==> config.mk <==
export PLATFORM = sky130hd
export DESIGN_NAME = tx_reg_pipe
export DESIGN_NICKNAME = d
export VERILOG_FILES = /design/src/rtl/tx_reg_pipe.sv
export SDC_FILE = /design/constraint.sdc
export NUM_CORES = 1
export LEC_CHECK = 0
export CORE_AREA = 2 2 48 50
export DETAILED_ROUTE_END_ITERATION = 6
export DIE_AREA = 0 0 50 52
export PLACE_DENSITY = 0.81
export SLEW_MARGIN = 30
export SYNTH_ARGS = -nofsm -noshare
export SYNTH_HDL_FRONTEND = slang
export SYNTH_SLANG_ARGS = --single-unit
==> constraint.sdc <==
create_clock -name clk -period 1.55 [get_ports clk]
set_input_delay 0.155 -clock clk [delete_from_list [all_inputs] [get_ports clk]]
set_output_delay 0.155 -clock clk [all_outputs]
set_load 0.05 [all_outputs]
==> src/rtl/tx_reg_pipe.sv <==
// tx_reg_pipe: multi-stage valid/ready register pipeline for a transmit path.
// Each stage holds one data word and a valid flag. Bubbles collapse, so the
// pipe fills completely under backpressure and streams one word per cycle
// when the consumer is ready.
// Optional feature: define TX_REG_PIPE_CNT_EN to add the registered
// `occupancy` output (number of valid stages, 0..STAGES).
module tx_reg_pipe #(
    parameter int WIDTH  = 8,
    parameter int STAGES = 2
) (
    input  logic             clk,
    input  logic             reset,
    input  logic             flush,
    input  logic             in_valid,
    input  logic [WIDTH-1:0] in_data,
    output logic             in_ready,
    output logic             out_valid,
    output logic [WIDTH-1:0] out_data,
    input  logic             out_ready
`ifdef TX_REG_PIPE_CNT_EN
    ,
    output logic [$clog2(STAGES+1)-1:0] occupancy
`endif
);

    logic [WIDTH-1:0]  data_q  [STAGES];
    logic [STAGES-1:0] valid_q;

    logic [STAGES-1:0] advance;
    logic [STAGES-1:0] valid_in;
    logic [WIDTH-1:0]  data_in [STAGES];
    logic [STAGES-1:0] valid_next;

    // A stage advances when it or any stage downstream of it is empty, or the consumer takes the head word
    always_comb begin
        logic all_full;
        all_full = 1'b1;
        advance  = '0;
        for (int i = STAGES - 1; i >= 0; i--) begin
            all_full   = all_full & valid_q[i];
            advance[i] = out_ready || !all_full;
        end
    end

    assign in_ready = advance[0] && !flush && !reset;

    // What each stage would load if it advances: stage 0 takes the accepted input, others take their predecessor
    always_comb begin
        valid_in    = '0;
        valid_in[0] = in_valid && in_ready;
        data_in[0]  = in_data;
        for (int i = 1; i < STAGES; i++) begin
            valid_in[i] = valid_q[i-1];
            data_in[i]  = data_q[i-1];
        end
    end

    // Next valid flags: advancing stages take the incoming flag, stalled stages hold, flush empties everything
    always_comb begin
        valid_next = valid_q;
        for (int i = 0; i < STAGES; i++) begin
            if (advance[i]) begin
                valid_next[i] = valid_in[i];
            end
        end
        if (flush) begin
            valid_next = '0;
        end
    end

    // Stage registers: data only moves when a real word moves in, so bubbles and flushes leave data untouched
    always_ff @(posedge clk) begin
        if (reset) begin
            valid_q <= '0;
            for (int i = 0; i < STAGES; i++) begin
                data_q[i] <= '0;
            end
        end else begin
            valid_q <= valid_next;
            for (int i = 0; i < STAGES; i++) begin
                if (advance[i] && valid_in[i] && !flush) begin
                    data_q[i] <= data_in[i];
                end
            end
        end
    end

    assign out_valid = valid_q[STAGES-1];
    assign out_data  = data_q[STAGES-1];

`ifdef TX_REG_PIPE_CNT_EN
    localparam int CW = $clog2(STAGES + 1);

    logic [CW-1:0] count_next;

    // Population count of the flags that will be valid after this edge
    always_comb begin
        count_next = '0;
        for (int i = 0; i < STAGES; i++) begin
            count_next = count_next + CW'(valid_next[i]);
        end
    end

    // Occupancy register tracks the valid flags on the same edge
    always_ff @(posedge clk) begin
        if (reset) begin
            occupancy <= '0;
        end else begin
            occupancy <= count_next;
        end
    end
`endif

endmodule
Word-level counts from Yosys, hierarchy flattened --
Memory sizes are Yosys's and may differ from the RTL's. Index checks and enable logic that the tools add are counted. W data, S select, Z words.
Word-level totals: register bits 2, RAM bits 16, input bits 13, output and inout port bits 10, word-level logic and storage cells 30, memories 1
Operators by class: muxes and demuxes 10, bitwise gates (word level) 3, reductions and logical operators 14
Memories:
- data_q | depth 2, bits a word 8, read ports 2, clocked after memory_dff 0, wr ports 2, RTL line 26 | logic [WIDTH-1:0] data_q [STAGES];
Operator list (count):
- $mux W8 | 2
- $mux W1 | 8
- $logic_and A1 B1 Y1 | 7
- $logic_not A1 Y1 | 4
- $logic_or A1 B1 Y1 | 2
- $or A1 B1 Y1 | 2
- $reduce_or A2 Y1 | 1
- $and A1 B1 Y1 | 1

Logic depth before layout (Yosys ltp) --
Gate-level depths: netlist of run 1.
word-level depth 12, depth in mapped cells 4, depth with buffers taken out 2

Worst setup path after synthesis of run 1 --
No wires, ideal clock.
path type reg2reg, from register valid_q[1], to memory data_q[0][0] (enable), library setup time 0.375 ns, arrival time 1.437 ns, required time 1.175 ns, path slack -0.262 ns, stages on the path, launching flop included 5, path buffers 2, clock period less this slack 1.812 ns, cell sequence dfxtp_1 and3b_1 buf_6 buf_6 o21bai_1
RTL lines:
- start: declaration | RTL line 27 | logic [STAGES-1:0] valid_q;
- start signal: assignment | RTL line 79 | valid_q <= valid_next;
- end: declaration | RTL line 26

Worst setup path in the final report of run 1 --
from input port flush, to output port in_ready
On the way: cells in the longest elaborated chain, start to end 3
RTL lines:
- start: declaration | RTL line 13 | input logic flush,
- $logic_not A1 Y1 | RTL line 45 | assign in_ready = advance[0] && !flush && !reset;
- $logic_and A1 B1 Y1 (2 in series) | RTL line 45
- end: declaration | RTL line 16 | output logic in_ready,
No other way between the ends.

==> parameters.txt, run 1 <==
Parameter                              Value

Worst setup path
  Type of the worst setup path ... primary input to output pin
  CP Data Required Time ... ~1.4 ns
  Top Family by Delay on Critical Path ... buffers and inverters
  Cell with the biggest individual delay on the critical path ... clkdlybuf4s50_1
  Highest fanout seen on the critical path ... 8
  Crit-path cells ... clkdlybuf4s50_1 -> or2_1 -> buf_4 -> nor2_4 -> buf_6
  CP bufs+invs ... 3
  Longest individual stage delay on the worst path ... between 0.4 and 0.5 ns
  Nature of the critical path endpoint ... output pin
  Arr. time, crit path ... roughly 1.3 ns
  Worst setup SP type ... primary input

Synth
  Number of nets produced by synthesis ... between 60 and 70
  Post-synthesis async set-or-reset flop share ... 0%
  Biggest area contributors in the synthesized netlist ... edfxtp_1 58%, nor4b_2 13%, nor4b_1 9.5%, buf_6 5.4%, dfxtp_1 4.8%
  Sequential fraction of the synthesis area ... 62.8%
  Fraction of post-synthesis cell area in the top cell type by area ... 58.0%
  Post-synthesis cell area ... roughly 830 µm²
  Most common cell in the netlist ... edfxtp_1
  Number of distinct library cells after synthesis ... 15
  Yosys warning total ... 0
  Gate count of the mapped netlist ... around 50
  Register bit count reported by yosys ... 18
  Synth top cells by count ... 16 x edfxtp_1, 9 x nor4b_1, 7 x nor4b_2
  Most frequently used flop master after synthesis ... edfxtp_1
  Avg Synthesized Cell Area ... ~16 µm²
  Top cell type by total area after synthesis ... edfxtp_1
  Number of enable-type register cells in the synthesized netlist ... 16

Floorplan
  Die width ... about 50 µm
  Standard-cell row count ... 17
  Total I/O pin count ... 23
  Die Outline Area ... 2600 µm²
  Height of the chip ... ~52 µm
  Initial core utilization ... between 30% and 40%
  Core ar. ... approximately 2100 µm²

Global route
  Initial antenna violation count ... 0
  Maximum number of pins on one net before global-route repair ... 17
  Met2 Use GR ... 18.9%
  Grt met1 use ... roughly an eighth
  Residual overflow from global routing ... 0
  Via count of the first global-routing pass ... 504
  First-pass GRT wire length ... between 2000 and 2500 µm
  Global-route layer with the greatest usage ... met2
  Total global routing track utilization ... 11.2%
  GR Util met3 ... 0.862%

Placement
  Placed instance count ... 102
  Number of buffer cells added on primary ports ... 22
  Placer congestion estimate ... 0.801
  Final HPWL from detailed placement ... roughly 940 µm
  Placement-stage worst setup slack ... -0.0553 ns

Clock tree
  Clock insertion delay at the later pin of the skew report ... a little under 0.3 ns
  Bufs on Longest Clock Path ... 2
  H-tree depth reported by CTS ... 1
  Clock transition at path regs ... roughly 0.10 ns
  Post-CTS setup buffers ... 0
  Number of clock sinks ... 18
  TritonCTS clock tree ... done
  Clk Tree Root Cell ... clkbuf_4
  Inserted Clock Buffers ... 3

Worst hold path
  Tightest Hold Check Type ... flip-flop to flip-flop

Power and ir drop
  Peak supply drop ... around 0.33 mV
  Net switching power figure ... 0.238 mW
  Switch share ... 24.7%
  Cell Int Power ... 0.726 mW
  Part of the power in the clock network ... between 20% and 30%
  Combinational group share of total power ... between 10% and 20%
  Power per cell area ... 856 nW/µm²
  Leak pwr ... between 0.3 and 0.4 nW
  Seq pwr share ... 58.4%

Layout
  Number of antenna cells inserted ... 0
  Relative area change from synthesis to final layout ... 36.0%
  Final nets ... 91
  Layout fillers ... 171
  Share of post-route cells with drive strength above 1 ... between 30% and 40%
  Post-Layout Cell Count ... between 100 and 150

Detailed routing
  Detailed-route vias per instance ... 4.90
  Post-detailed-route wirelength per cell ... ~12 µm
  Number of iterations in the first detailed-routing pass ... 4
  Vias ... 514
  Final routed wirelength across all metal layers ... 1280 µm
  Number of antenna-violating nets in the routed design ... 0
  DRC violations left ... 0
  Number of design-rule violations left by the first detailed-router iteration ... 9

Timing
  Crit path setup slack, layout ... about 0.07 ns
  Final setup violation count ... 0
  Unrepaired setup endpoints after global routing ... no
  Final count of hold timing violations ... 0
  Min Clock Period, post-route ... about 1.5 ns
  Highest clock rate ... 0.676 GHz
  Post-route clock period utilization ... roughly 95%
  Final Max Slew Viols ... 0
  Worst slew margin ... approximately half
  Final-layout worst hold slack ... 0.544 ns
  Worst clock skew ... between 0.001 and 0.0015 ns
  Slew at the pin with the worst max-slew slack ... between 0.7 and 0.8 ns

Flow run
  Max cap viols ... 0

Status
  Result of the run ... finished clean
## worst register-to-register path, stage by stage (launching register included)
cell     delay, ns
dfxtp_1       0.33
buf_4         0.14
and3b_4       0.25
buf_12        0.16
nor4b_1       0.34
## through the flow
step                utilization (%)  cell area [µm²]  setup TNS (ns)  power (mW)
floorplan                         -              847               0       0.676
global placement               52.1             1100           -4.70       0.738
detailed placement             52.2             1100          -0.462       0.741
CTS                            53.5             1130               0       0.972
global route                   53.5             1130               0       0.996
finish                         53.5             1130               0       0.964
## area by class of cell
type                            count  area, µm²  area share, %
Clock inverter                      1       3.75          0.333
Tap cell                           28       35.0           3.11
Clock buffer                        3       22.5           2.00
Inverter                            2       7.51          0.667
Sequential cell                    18        520           46.2
Multi-Input combinational cell     26        275           24.4
Timing Repair Buffer               27        262           23.2
## power groups by stage
stage          Clock (mW)  Combinational [mW]  Sequential [mW]
2_1_floorplan           0              0.0611            0.615
4_1_cts             0.240               0.169            0.563
3_3_place_gp            0               0.165            0.573
5_1_grt             0.253               0.177            0.565
3_5_place_dp            0               0.167            0.574
6_report            0.233               0.169            0.562
## cells in the final DEF, fill, tap and decap left out
| cell type | netlist | routed |
|---|---|---|
| a21oi_1 | 1 | 1 |
| a31o_2 | 1 | 1 |
| and3b_4 | 0 | 1 |
| buf_12 | 0 | 2 |
| buf_4 | 0 | 12 |
| buf_6 | 4 | 1 |
| clkbuf_4 | 0 | 3 |
| clkdlybuf4s50_1 | 0 | 12 |
| clkinv_1 | 0 | 1 |
| dfxtp_1 | 2 | 2 |
| edfxtp_1 | 16 | 16 |
| inv_1 | 2 | 2 |
| nand2b_1 | 2 | 2 |
| nor2_2 | 0 | 1 |
| nor2_4 | 0 | 1 |
| nor4b_1 | 9 | 9 |
| nor4b_2 | 7 | 7 |
| o21ba_1 | 1 | 1 |
| o21bai_4 | 0 | 1 |
| or2_1 | 1 | 1 |
## sequential cells by signal, summed over array words and instances, names as in the netlist
name	cells
valid_q	2
data_q	16
## final timing paths
check	from	slack, ns	endpoint	depth (start not counted)
hold reg to reg	valid_q[1]	0.54	valid_q[1]	2
setup reg to reg	valid_q[0]	0.13	data_q[0][12]	4
setup / recovery	flush	0.07	in_ready	5
hold / removal	valid_q[1]	0.54	valid_q[1]	2
## metal layers
layer  vias up  share of wire (%)
li1        252                  -
met1       243                 44
met2        15                 50
met3         4                3.4
met4         0                2.9
met5         -                  0
## logic make-up (layout without fill, tap and decap cells)
group / Yosys count / count (layout) / synth area share [%]
AO/OA/AOI/OAI: 4 / 4 / 3.78
buffers and inverters: 7 / 33 / 6.95
flip-flops: 18 / 18 / 62.8
AND/OR/NAND/NOR: 22 / 22 / 26.4
## what timing repair did
action / 4_1_cts / 5_1_grt
setup endpoints to repair: 1 / 0
gates resized for setup: 3 / 0
hold buffers: 0 / 0
Power figures use the tool's default switching activity.
==> run 2: changes to the inputs <==
--- a/config.mk
+++ b/config.mk
@@ -5,6 +5,7 @@
 export SDC_FILE = /design/constraint.sdc
 export NUM_CORES = 1
 export LEC_CHECK = 0
+export CAP_MARGIN = 10
 export CORE_AREA = 2 2 48 50
 export DETAILED_ROUTE_END_ITERATION = 6
 export DIE_AREA = 0 0 50 52
==> constraint.sdc (replaced) <==
create_clock -name clk -period 1.3 [get_ports clk]
set_input_delay 0.13 -clock clk [delete_from_list [all_inputs] [get_ports clk]]
set_output_delay 0.13 -clock clk [all_outputs]
set_load 0.05 [all_outputs]
==> parameters.txt, run 2 (same netlist as run 1, synthesis figures left out) <==
Parameter                              Value

Timing
  Highest clock rate ... 0.726 GHz
  Final setup violation count ... 11 (+11)
  Slew at the pin with the worst max-slew slack ... 0.279 ns (-0.473 ns)
  Final count of hold timing violations ... 0 (unchanged)
  Min Clock Period, post-route ... 1.38 ns
  Worst clock skew ... 0.00290 ns (+0.00177 ns)
  Worst slew margin ... 81.1% (+31 points)
  Unrepaired setup endpoints after global routing ... yes
  Post-route clock period utilization ... 106%
  Crit path setup slack, layout ... -0.0766 ns (-0.147 ns)
  Final Max Slew Viols ... 0 (unchanged)

Detailed routing
  Number of antenna-violating nets in the routed design ... 0 (unchanged)
  Final routed wirelength across all metal layers ... 1730 µm (+36%)
  Vias ... 583 (+13%)
  Detailed-route vias per instance ... 5.21 (+6.3%)
  Post-detailed-route wirelength per cell ... 15.5 µm (+27%)
  DRC violations left ... 0 (unchanged)
  Number of iterations in the first detailed-routing pass ... 4 (unchanged)
  Number of design-rule violations left by the first detailed-router iteration ... 11 (+2)

Worst setup path
  Worst setup SP type ... primary input
  Reg-to-Reg End ... data_q[0][5]
  Highest fanout seen on the critical path ... 3 (-5)
  Arr. time, crit path ... 1.25 ns (-0.07 ns)
  Startpoint of the most critical register-to-register path ... valid_q[1]
  Type of the worst setup path ... primary input to output pin
  End point of the critical path ... in_ready
  Worst Reg-to-Reg Cells ... 3 (-1)
  CP Data Required Time ... 1.17 ns (-0.22 ns)
  R2R setup slack ... -0.01 ns (-0.14 ns)
  Nature of the critical path endpoint ... output pin
  Critical path startpoint ... out_ready

Clock tree
  Clock insertion delay at the later pin of the skew report ... 0.29 ns (about the same)
  Bufs on Longest Clock Path ... 2 (unchanged)
  Number of clock sinks ... 18 (unchanged)
  Inserted Clock Buffers ... 3 (unchanged)
  Clock transition at path regs ... 0.10 ns (about the same)
  H-tree depth reported by CTS ... 1 (unchanged)
  Clk Tree Root Cell ... clkbuf_4
  TritonCTS clock tree ... done
  Count of hold-fix buffers inserted at cts ... 0 (unchanged)

Status
  Result of the run ... finished, violations left
  Failing checks ... negative setup slack

Layout
  Relative area change from synthesis to final layout ... 62.2%
  Number of flip-flops under the largest register name ... 16 (unchanged)
  Layout fillers ... 147 (-14%)
  Leading cell type in the layout, fill and taps excluded ... edfxtp_1
  Number of antenna cells inserted ... 0 (unchanged)
  Finished Cell Area ... 1340 µm² (+19%)
  Post-Layout Cell Count ... 112 (+6.7%)
  Share of post-route cells with drive strength above 1 ... 53.6% (+15 points)
  Largest regs ... data_q (16), valid_q (2)
  Biggest register ... data_q
  Final nets ... 98 (+7.7%)
  Commonest non-fill, non-tap cells in the layout ... 16 x edfxtp_1, 14 x nor4b_2, 12 x clkdlybuf4s50_1, 11 x buf_12, 8 x buf_4

Power and ir drop
  Power per cell area ... 906 nW/µm² (+5.8%)
  Combinational group share of total power ... 21.3% (+3.8 points)
  Seq pwr share ... 55.8% (-2.6 points)
  Leak pwr ... 0.482 nW (+21%)
  Cell Int Power ... 0.912 mW (+26%)
  Switch share ... 25.0% (+0.35 points)
  Net switching power figure ... 0.304 mW (+28%)
  Part of the power in the clock network ... 22.9% (-1.2 points)
  Peak supply drop ... 0.562 mV (+73%)

Placement
  Total cell area at the placement stage ... 1240 µm² (+12%)
  Number of buffer cells added on primary ports ... 22 (unchanged)
  Placed instance count ... 105 (+2.9%)
  Placer congestion estimate ... 0.716 (-11%)
  Final HPWL from detailed placement ... 1150 µm (+22%)

Floorplan
  Total I/O pin count ... 23 (unchanged)
  Core ar. ... 2110 µm² (unchanged)
  Height of the chip ... 52 µm (unchanged)
  Standard-cell row count ... 17 (unchanged)
  Initial core utilization ... 39.3% (unchanged)
  Die width ... 50 µm (unchanged)
  Die Outline Area ... 2600 µm² (unchanged)

Global route
  Initial antenna violation count ... 0 (unchanged)
  Residual overflow from global routing ... 0 (unchanged)
  First-pass GRT wire length ... 2790 µm (+30%)
  Total global routing track utilization ... 15.3% (+4.2 points)
  Maximum number of pins on one net before global-route repair ... 12 (-5)
  Via count of the first global-routing pass ... 568 (+13%)

Flow run
  Max cap viols ... 0 (unchanged)

Worst hold path
  Tightest Hold Check Type ... primary input to flip-flop
-- run 2: cell types whose count changed in the layout (fill, tap and decap cells not counted), sizes merged --
cell  before  now
buf       15   22
-- run 2: worst min path at each step --
stage,depth (start not counted),from,slack (ns),to
after floorplan,1,in_valid,0.26,valid_q[0]
after global placement,3,valid_q[0],0.56,valid_q[1]
after detailed placement,3,valid_q[0],0.56,valid_q[1]
after CTS,2,in_valid,0.51,valid_q[0]
after global routing,2,in_data[3],0.54,data_q[0][3]
final,2,in_valid,0.51,valid_q[0]
-- run 2: power by group through the flow --
stage	sequential, mW	combinational [mW]	clock (mW)
6_report	0.679	0.259	0.278
5_1_grt	0.683	0.271	0.304
4_1_cts	0.679	0.250	0.283
3_5_place_dp	0.692	0.243	0
3_3_place_gp	0.691	0.238	0
2_1_floorplan	0.732	0.0733	0
-- run 2: repair_timing --
item | in CTS | in global routing
endpoints found under the hold margin | 0 | 0
resized for setup | 5 | 7
setup buffers | 3 | 0
endpoints found under the setup margin | 3 | 18
pin swaps | 2 | 1
-- run 2: stage by stage --
step	power, mW	utilization (%)	TNS (ns)	hold WS (ns)	worst slack, ns
2_1_floorplan	0.805	-	-0.510	0.263	-0.0638
3_3_place_gp	0.928	58.7	-3.70	0.560	-0.172
3_5_place_dp	0.935	58.7	-5.75	0.555	-0.372
4_1_cts	1.21	61.9	-0.0700	0.506	-0.0700
5_1_grt	1.26	63.8	-0.586	0.544	-0.121
6_report	1.22	63.8	-0.180	0.513	-0.0766
-- run 2: worst max-delay path: stages --
cell and delay [ns]:
clkdlybuf4s50_1 0.49, and3b_2 0.26, buf_6 0.13, nor2_4 0.07
buf_6 0.16
-- run 2: layer usage --
metal  global-route usage, %  vias to the layer above  wire length, µm
li1                        -                      269                -
met1                    15.5                      295              646
met2                    28.7                       15              987
met3                    1.15                        4               42
met4                    12.5                        0               57
met5                       0                        -                0
-- run 2: layout make-up --
class | count | area [µm²] | area share [%]
Clock buffer | 3 | 22.5 | 1.68
Clock inverter | 1 | 3.75 | 0.279
Inverter | 2 | 7.51 | 0.559
Multi-Input combinational cell | 26 | 317 | 23.6
Sequential cell | 18 | 524 | 39.0
Tap cell | 28 | 35.0 | 2.61
Timing Repair Buffer | 34 | 434 | 32.3
